===== config.mk =====
export PLATFORM = sky130hd
export DESIGN_NAME = cic_comp_fir
export DESIGN_NICKNAME = d
export VERILOG_FILES = /design/src/rtl/cic_comp_pkg.sv /design/src/rtl/cic_comp_fir_round_sat.sv /design/src/rtl/cic_comp_fir.sv
export SDC_FILE = /design/constraint.sdc
export NUM_CORES = 1
export LEC_CHECK = 0
export CORE_MARGIN = 4
export CORE_UTILIZATION = 30
export DETAILED_ROUTE_END_ITERATION = 10
export PLACE_DENSITY_LB_ADDON = 0.05
export SYNTH_ARGS = -nofsm -noshare
export SYNTH_HDL_FRONTEND = slang
export SYNTH_SLANG_ARGS = --single-unit

===== constraint.sdc =====
create_clock -name clk -period 1.9 [get_ports clk]
set_clock_uncertainty 0.05 [all_clocks]
set_input_delay 0.285 -clock clk [delete_from_list [all_inputs] [get_ports clk]]
set_output_delay 0.285 -clock clk [all_outputs]
set_load 0.05 [all_outputs]

===== src/rtl/cic_comp_pkg.sv =====
// rtl/cic_comp_pkg.sv - shared FSM type and sizing helper for cic_comp_fir
package cic_comp_pkg;

  localparam int MAX_TAPS = 64;

  typedef enum logic [1:0] {IDLE, MAC, DRAIN, ROUND} state_t;

  function automatic int acc_width(input int inp_dw, input int coef_dw, input int num_taps);
    return inp_dw + coef_dw + $clog2(num_taps);
  endfunction

endpackage


===== src/rtl/cic_comp_fir_round_sat.sv =====
// rtl/cic_comp_fir_round_sat.sv - combinational round-half-up, arithmetic shift right and saturate
module round_sat #(
  parameter int IN_DW  = 54,
  parameter int OUT_DW = 32,
  parameter int FRAC   = 17
) (
  input  logic signed [IN_DW-1:0]  din,
  output logic signed [OUT_DW-1:0] dout
);

  localparam logic signed [IN_DW:0] MAXV = {{(IN_DW+2-OUT_DW){1'b0}}, {(OUT_DW-1){1'b1}}};
  localparam logic signed [IN_DW:0] MINV = {{(IN_DW+2-OUT_DW){1'b1}}, {(OUT_DW-1){1'b0}}};

  logic signed [IN_DW:0] sum;
  logic signed [IN_DW:0] shr;

  // One guard bit so adding the half-LSB can never wrap the accumulator.
  if (FRAC > 0) begin : g_rnd
    assign sum = {din[IN_DW-1], din} + ((IN_DW+1)'(1) <<< (FRAC - 1));
  end else begin : g_nornd
    assign sum = {din[IN_DW-1], din};
  end

  assign shr = sum >>> FRAC;

  always_comb begin
    if (shr > MAXV) begin
      dout = {1'b0, {(OUT_DW-1){1'b1}}};
    end else if (shr < MINV) begin
      dout = {1'b1, {(OUT_DW-1){1'b0}}};
    end else begin
      dout = shr[OUT_DW-1:0];
    end
  end

endmodule


===== src/rtl/cic_comp_fir.sv =====
// rtl/cic_comp_fir.sv - time-multiplexed CIC droop-compensation FIR; CIC_COMP_COEF_LOAD_EN adds a reloadable coefficient bank
// One multiplier walks the tap history per accepted sample; the sum is rounded and saturated.
module cic_comp_fir
  import cic_comp_pkg::*;
#(
  parameter int INP_DW    = 32,
  parameter int OUT_DW    = 32,
  parameter int COEF_DW   = 18,
  parameter int COEF_FRAC = 17,
  parameter int NUM_TAPS  = 16,
  parameter logic [NUM_TAPS*COEF_DW-1:0] COEFS = '0
) (
  input  logic                     clk,
  input  logic                     reset_n,
  input  logic signed [INP_DW-1:0] s_axis_in_tdata,
  input  logic                     s_axis_in_tvalid,
`ifdef CIC_COMP_COEF_LOAD_EN
  input  logic signed [COEF_DW-1:0] s_axis_coef_tdata,
  input  logic                      s_axis_coef_tvalid,
`endif
  output logic signed [OUT_DW-1:0] m_axis_out_tdata,
  output logic                     m_axis_out_tvalid,
  output logic                     overflow
);

  localparam int PW     = (NUM_TAPS > 1) ? $clog2(NUM_TAPS) : 1;
  localparam int PROD_W = INP_DW + COEF_DW;
  localparam int ACC_W  = acc_width(INP_DW, COEF_DW, NUM_TAPS);
  localparam logic [PW-1:0] LAST = PW'(NUM_TAPS - 1);

  if (NUM_TAPS < 1 || NUM_TAPS > MAX_TAPS) begin : g_bad_taps
    $error("cic_comp_fir: NUM_TAPS out of range");
  end

  state_t                    state_q, state_d;
  logic [PW-1:0]             wr_ptr_q, wr_ptr_d, k_q, k_d, rd_addr;
  logic signed [INP_DW-1:0]  rd_q, rd_d;
  logic signed [COEF_DW-1:0] coef_q, coef_d;
  logic signed [PROD_W-1:0]  prod_q, prod_d;
  logic signed [ACC_W-1:0]   acc_q, acc_d;
  logic                      rd_vld_q, rd_vld_d, prod_vld_q, prod_vld_d;
  logic signed [OUT_DW-1:0]  rs_y, out_q, out_d;
  logic                      out_vld_q, out_vld_d, ovf_q, ovf_d, hist_we;
  logic signed [INP_DW-1:0]  hist_q [NUM_TAPS];
  logic signed [COEF_DW-1:0] coef_act [NUM_TAPS];

`ifdef CIC_COMP_COEF_LOAD_EN
  logic signed [COEF_DW-1:0] coef_act_q [NUM_TAPS];
  logic signed [COEF_DW-1:0] coef_shd_q [NUM_TAPS];
  logic [PW-1:0]             ci_q, ci_d;
  logic                      swap_pend_q, swap_pend_d, do_swap;

  // The active bank only changes in an idle cycle, so a MAC in flight never sees a mixed bank.
  always_comb begin
    do_swap     = swap_pend_q && (state_q == IDLE) && !s_axis_in_tvalid;
    ci_d        = ci_q;
    swap_pend_d = swap_pend_q && !do_swap;
    if (s_axis_coef_tvalid) begin
      if (ci_q == LAST) begin
        ci_d        = '0;
        swap_pend_d = 1'b1;
      end else begin
        ci_d = ci_q + PW'(1);
      end
    end
    for (int i = 0; i < NUM_TAPS; i++) coef_act[i] = coef_act_q[i];
  end

  always_ff @(posedge clk or negedge reset_n) begin
    if (!reset_n) begin
      ci_q        <= '0;
      swap_pend_q <= 1'b0;
      for (int i = 0; i < NUM_TAPS; i++) begin
        coef_act_q[i] <= COEFS[i*COEF_DW +: COEF_DW];
        coef_shd_q[i] <= COEFS[i*COEF_DW +: COEF_DW];
      end
    end else begin
      ci_q        <= ci_d;
      swap_pend_q <= swap_pend_d;
      if (s_axis_coef_tvalid) coef_shd_q[ci_q] <= s_axis_coef_tdata;
      if (do_swap) begin
        for (int i = 0; i < NUM_TAPS; i++) coef_act_q[i] <= coef_shd_q[i];
      end
    end
  end
`else
  always_comb begin
    for (int i = 0; i < NUM_TAPS; i++) coef_act[i] = COEFS[i*COEF_DW +: COEF_DW];
  end
`endif

  always_comb begin
    if (wr_ptr_q >= k_q) rd_addr = wr_ptr_q - k_q;
    else                 rd_addr = PW'(wr_ptr_q + PW'(NUM_TAPS) - k_q);
  end

  // Pipeline: history/coef read -> product register -> accumulate; DRAIN covers the two trailing stages.
  always_comb begin
    state_d    = state_q;
    wr_ptr_d   = wr_ptr_q;
    k_d        = k_q;
    acc_d      = acc_q;
    out_d      = out_q;
    out_vld_d  = 1'b0;
    ovf_d      = ovf_q;
    hist_we    = 1'b0;
    rd_d       = rd_q;
    coef_d     = coef_q;
    rd_vld_d   = (state_q == MAC);
    prod_vld_d = rd_vld_q;
    prod_d     = PROD_W'(rd_q) * PROD_W'(coef_q);
    if (prod_vld_q) acc_d = acc_q + ACC_W'(prod_q);
    if (s_axis_in_tvalid && (state_q != IDLE)) ovf_d = 1'b1;
    case (state_q)
      IDLE: begin
        if (s_axis_in_tvalid) begin
          hist_we = 1'b1;
          acc_d   = '0;
          k_d     = '0;
          state_d = MAC;
        end
      end
      MAC: begin
        rd_d   = hist_q[rd_addr];
        coef_d = coef_act[k_q];
        k_d    = k_q + PW'(1);
        if (k_q == LAST) begin
          k_d     = '0;
          state_d = DRAIN;
        end
      end
      DRAIN: begin
        if (k_q == PW'(1)) begin
          k_d     = '0;
          state_d = ROUND;
        end else begin
          k_d = PW'(1);
        end
      end
      ROUND: begin
        out_d     = rs_y;
        out_vld_d = 1'b1;
        wr_ptr_d  = (wr_ptr_q == LAST) ? '0 : wr_ptr_q + PW'(1);
        state_d   = IDLE;
      end
      default: state_d = IDLE;
    endcase
  end

  round_sat #(.IN_DW(ACC_W), .OUT_DW(OUT_DW), .FRAC(COEF_FRAC)) u_round_sat (
    .din  (acc_q),
    .dout (rs_y)
  );

  always_ff @(posedge clk or negedge reset_n) begin
    if (!reset_n) begin
      state_q    <= IDLE;
      wr_ptr_q   <= '0;
      k_q        <= '0;
      rd_q       <= '0;
      coef_q     <= '0;
      prod_q     <= '0;
      acc_q      <= '0;
      rd_vld_q   <= 1'b0;
      prod_vld_q <= 1'b0;
      out_q      <= '0;
      out_vld_q  <= 1'b0;
      ovf_q      <= 1'b0;
      for (int i = 0; i < NUM_TAPS; i++) hist_q[i] <= '0;
    end else begin
      state_q    <= state_d;
      wr_ptr_q   <= wr_ptr_d;
      k_q        <= k_d;
      rd_q       <= rd_d;
      coef_q     <= coef_d;
      prod_q     <= prod_d;
      acc_q      <= acc_d;
      rd_vld_q   <= rd_vld_d;
      prod_vld_q <= prod_vld_d;
      out_q      <= out_d;
      out_vld_q  <= out_vld_d;
      ovf_q      <= ovf_d;
      if (hist_we) hist_q[wr_ptr_q] <= s_axis_in_tdata;
    end
  end

  assign m_axis_out_tdata  = out_q;
  assign m_axis_out_tvalid = out_vld_q;
  assign overflow          = ovf_q;

endmodule

* Yosys cells after proc, flatten, opt, wreduce, memory -nomap -nowiden *
Memory sizes are Yosys's and may differ from the RTL's. A register that Yosys moved wholly into a read port is not among the register bits.
Cells that the tools add are included.

operators by class
  mux-type cells = 23
  reductions and logical operators = 8
  equal/unequal tests = 9
  bitwise operators = 3
  add/sub/neg operators = 5
  magnitude comparators = 5
  multipliers = 1

operator list
  cell                                                                     number
  512-bit bitwise mux                                                      1
  54-bit two-way mux                                                       3
  32-bit two-way mux                                                       5
  32-bit binary-select mux with 4-bit select                               1
  32-bit demux with 4-bit select                                           1
  54-bit by 18-bit adder with 55-bit output (second input constant)        1
  54-bit by 50-bit adder with 54-bit output                                1
  32-bit by 18-bit multiplier with 50-bit output                           1
  38-bit by 32-bit > comparator with 1-bit output (second input constant)  1
  38-bit by 32-bit < comparator with 1-bit output (second input constant)  1
  4-bit NOT with 5-bit output                                              3
  4-bit two-way mux                                                        3
  4-bit one-hot mux with 3 select lines                                    1
  5-bit greater-or-equal comparator (second input constant)                2
  4-bit by 1-bit adder with 4-bit output (second input constant)           2
  4-bit == test (second input constant)                                    2
  2-bit one-hot mux with 4 select lines                                    1
  2-bit two-way mux                                                        3
  5-bit by 1-bit < comparator with 1-bit output (second input constant)    1
  2-bit == test (second input constant)                                    2
  4-bit by 1-bit == test with 1-bit output (second input constant)         1
  1-bit two-way mux                                                        4
  2-bit != test (second input constant)                                    2
  4-bit subtractor                                                         1
  other kinds (9)                                                          10

storage, ports and cells
  memories kept = 1
  word-level logic and storage cells = 82
  bits in registers = 694
  bits in read-only memories = 288
  output and inout port bits = 34
  input port bits = 35

memories
  name              words  width  read ports  clocked after Yosys merged registers in  wr ports  RTL line             text
  (name not given)  16     18     1           1                                        0         cic_comp_fir.sv:125  coef_d = coef_act[k_q];

* Logic depth before layout (Yosys ltp) *
  depth in word-level cells = 6
  gate-level depth with buffers = 6
  gate-level depth less buffers = 6

* By module *
From an unflattened synthesis, not the netlist that was laid out.

unflattened totals
  cell total of the unflattened synthesis = 285
  area total of the unflattened synthesis = 2802.7 um^2

by module, submodules not included
  module        instances  cells an instance  area each (um^2)  sequential area each (um^2)
  cic_comp_fir  1          115                1665.3            1001.0
  round_sat     1          170                1137.3            0.0

* Least setup slack after synthesis *
No wires, ideal clock.

  path type = register -> register
  from = register state_q[0]
  to = register k_q[2]
  setup time = 0.122 ns
  path slack = 0.540 ns
  required time = 1.728 ns
  cell stages (with the launch flop) = 7
  buffers on the path = 0
  arrival time = 1.188 ns
  period minus slack after synthesis = 1.360 ns
  path through = dfrtp_1 > inv_1 > ha_1 > nand2b_1 > nand2b_2 > o21ai_1 > a32o_1

between the ends
  word-level cells in the longest chain between the ends = 3
  elaborated cells between the ends (all ways) = 7
  classes of those cells = eq/ne: 3; mux: 1; reduce/logical: 3

RTL lines
  item                                                                    RTL line             text
  start, declared                                                         cic_comp_fir.sv:35   state_t state_q, state_d;
  start signal, assigned                                                  cic_comp_fir.sv:171  state_q <= state_d;
  2-bit by 1-bit == test with 1-bit output, or another cell as far along  cic_comp_fir.sv:114  case (state_q)
  3-bit nonzero test (no source line) or 2-bit != test (tied branches)    --
  2-bit AND reduction (no source line)                                    --
  end signal, assigned                                                    cic_comp_fir.sv:173  k_q <= k_d;
  end, declared                                                           cic_comp_fir.sv:36   logic [PW-1:0] wr_ptr_q, wr_ptr_d, k_q, k_d, rd_addr;

Several ways; a longest one is shown, not always the timed one.
A chain may end at the register's enable or synchronous reset.

* Worst setup path after layout *
  from = register ovf_q, in the netlist overflow
  to = output overflow

RTL lines
  item                    RTL line             text
  start, declared         cic_comp_fir.sv:43   logic out_vld_q, out_vld_d, ovf_q, ovf_d, hist_we;
  start signal, assigned  cic_comp_fir.sv:182  ovf_q <= ovf_d;
  end, declared           cic_comp_fir.sv:23   output logic overflow

No word-level cell between the ends.

==> results.py <==
metrics = {
    "global_routing": {
        "grt_max_degree": 9,
        "overflow": 0,
        "grt_pass1_vias": 373,
        "antenna_found_initial": 0,
        "top_usage_layer": "met2",
        "grt_pass1_wl_um": 1640,
        "met2_usage_pct": 9.95,
        "use_met1_pct": 7.47,
        "use_met3_pct": 2.26,
        "groute.usage.overall_pct": 6.96,
    },
    "finish": {
        "drive_gt1_share_pct": 8.24,
        "final-seq-area_um2": 200,
        "design_area_um2": 702,
        "syn2layout_area_growth_pct": -3.61,
        "multiInputGateArea_um2": 382,
        "nNetsFinal": 129,
        "antenna_cells": 0,
        "nFillCells": 247,
    },
    "yosys": {
        "synthXorXnorAreaFrac_pct": 0,
        "yosysTopAreaCell": "buf_4",
        "synthTopCellsByArea": "buf_4, dfrtp_1, ha_1",
        "synthTopCellsByCount": "buf_4, dfrtp_1, ha_1",
        "synth-adder-area-share_pct": 12.0,
        "ys.flop_type": "dfrtp_1",
        "yosysWarnings": 0,
        "yosys.area_share.simple_pct": 11.9,
        "async_reset_ff_share_pct": 100,
        "synth_compound_area_share_pct": 10.7,
        "yosysUniqueCellTypes": 23,
        "syn_inst": 79,
        "synth_top_family_by_area": "buffers and inverters",
        "synth_edf_count": 0,
        "yosysMostFrequentCell": "buf_4",
        "synth.area.mux_share_pct": 1.37,
        "netlist_area_um2": 728,
        "syn_avg_cell_area_um2": 9.22,
        "synth-seq-cells": 8,
        "synth_top_area_share_pct": 33.0,
        "yosysSeqAreaShare_pct": 27.5,
    },
    "sta": {
        "slew_violations": 0,
        "fin_setup_tns_ps": 0,
        "hold_viol": 0,
        "clock.fmax_mhz": 580,
        "layout_setup_ws_ps": 177,
        "min_period_ps": 1720,
        "finalCritPeriodShare_pct": 90.7,
        "rsz0062_at_grt": "false",
        "whs_ps": 271,
        "setup_viol": 0,
    },
    "worst_setup_path": {
        "crit_buf_inv": 1,
        "crit_slowest_cell": "clkdlybuf4s50_1",
        "r2r-start": "state_q[0]",
        "cp_top_family": "buffers and inverters",
        "rr_endpoint": "k_q[2]",
        "slowest_delay_ps": 800,
        "critPathKind": "reg2out",
        "r2r_cells": 6,
        "cp.required_ps": 1560,
        "endpoint_kind": "output pin",
        "cp.arrival_ps": 1390,
        "r2r_setup_slack_ps": 360,
        "crit_fanout": 2,
        "start_kind": "register",
        "path_cells": "clkdlybuf4s50_1",
    },
    "clock_tree": {
        "hold_buffers": 0,
        "cts_root_buf": "clkbuf_4",
        "numCtsBuffers": 3,
        "h-tree-depth": 1,
        "clockBufferDepth": 2,
        "cts_sinks": 8,
        "clkSlewWorstSetupHoldPaths_ps": 60,
        "cts_post_setup_buffers_inserted": 0,
        "clk_latency_ps": 250,
        "cts_resized": 0,
        "cts_tree": "yes",
    },
    "pwr": {
        "p_leak_nw": 0.361,
        "p_total_mw": 0.931,
        "ir_drop_mv": 0.446,
        "power_per_cell_area_mw_per_mm2": 1330,
    },
    "floorplanning": {
        "start_util_pct": 32.3,
        "chipWidth_um": 57.3,
        "rows": 17,
        "design.die.area_mm2": 0.00328,
        "core_area_mm2": 0.00225,
        "io_pins": 69,
        "die-height_um": 57.3,
    },
    "outcome": {
        "outcome": "complete, no violations",
    },
    "detailed_routing": {
        "vias": 424,
        "drc": 0,
        "routed_wl_um": 1080,
        "routedWlPerCell_um": 9.53,
        "viasPerCell": 3.75,
        "firstDrtPassIters": 4,
        "antenna_left": 0,
        "drt-initial-drc-count": 3,
    },
    "run": {
        "cap_violations": 0,
    },
    "hold_path": {
        "hold_class": "in2async",
    },
    "placed_design": {
        "port_buffers": 4,
        "dp_hpwl_um": 907,
        "gp_congestion": 0.694,
        "post-place-ws_ps": 272,
        "placed_area_um2": 679,
    },
}
layout make-up:
cell class | instances | area share (%)
clock buffer | 3 | 3.21
inverter | 6 | 3.21
multi-input combinational | 64 | 54.4
sequential | 8 | 28.5
tap | 28 | 4.99
timing repair buffer | 4 | 5.70
cells by family (layout without fill, tap and decap cells):
family	Yosys count	count (layout)
compound gates	10	10
fa+ha+maj	7	7
buf+inv	38	13
flops	8	8
mux	1	1
other cells	1	32
simple gates	14	14
cell usage in the layout (no fill, tap or decap), types with 2 or more instances in the layout:
master and instances:
conb_1 32, dfrtp_1 8, ha_1 7, inv_1 6, nand2_1 4, clkdlybuf4s50_1 4
clkbuf_4 3, nand2b_1 2, nand3_1 2, nor2_1 2, o31ai_1 2
routing by layer:
| layer | wire length, µm | part of all wire (%) |
|---|---|---|
| met2 | 487 | 45 |
| met4 | 27 | 2.5 |
| met1 | 437 | 41 |
| met5 | 0 | 0 |
| met3 | 124 | 12 |
where the power goes:
part           internal, mW  total (mW)  switching (mW)
Clock                0.0724       0.131          0.0591
Sequential            0.218       0.255          0.0366
Combinational         0.152       0.544           0.392
Total                 0.443       0.931           0.488
sequential cells by signal, summed over array words and instances (netlist names):
register,flops
k_q,4
overflow,1
state_q,2
m_axis_out_tvalid,1
worst max path at each step:
stage,start,slack (ps),endpoint,cells past startpoint
after floorplan,state_q[0],540,k_q[2],6
after global placement,s_axis_in_tvalid,280,k_q[2],5
after detailed placement,s_axis_in_tvalid,270,k_q[2],5
after CTS,overflow,160,overflow,1
after global routing,overflow,140,overflow,1
final,overflow,180,overflow,1
metrics by stage:
step / cells / util (%)
6_report: 113 / 31.1
3_5_place_dp: 110 / 30.1
2_1_floorplan: 110 / -
3_3_place_gp: 110 / 30.1
5_1_grt: 113 / 31.1
4_1_cts: 113 / 31.1
(Power assumes the default switching activity.)
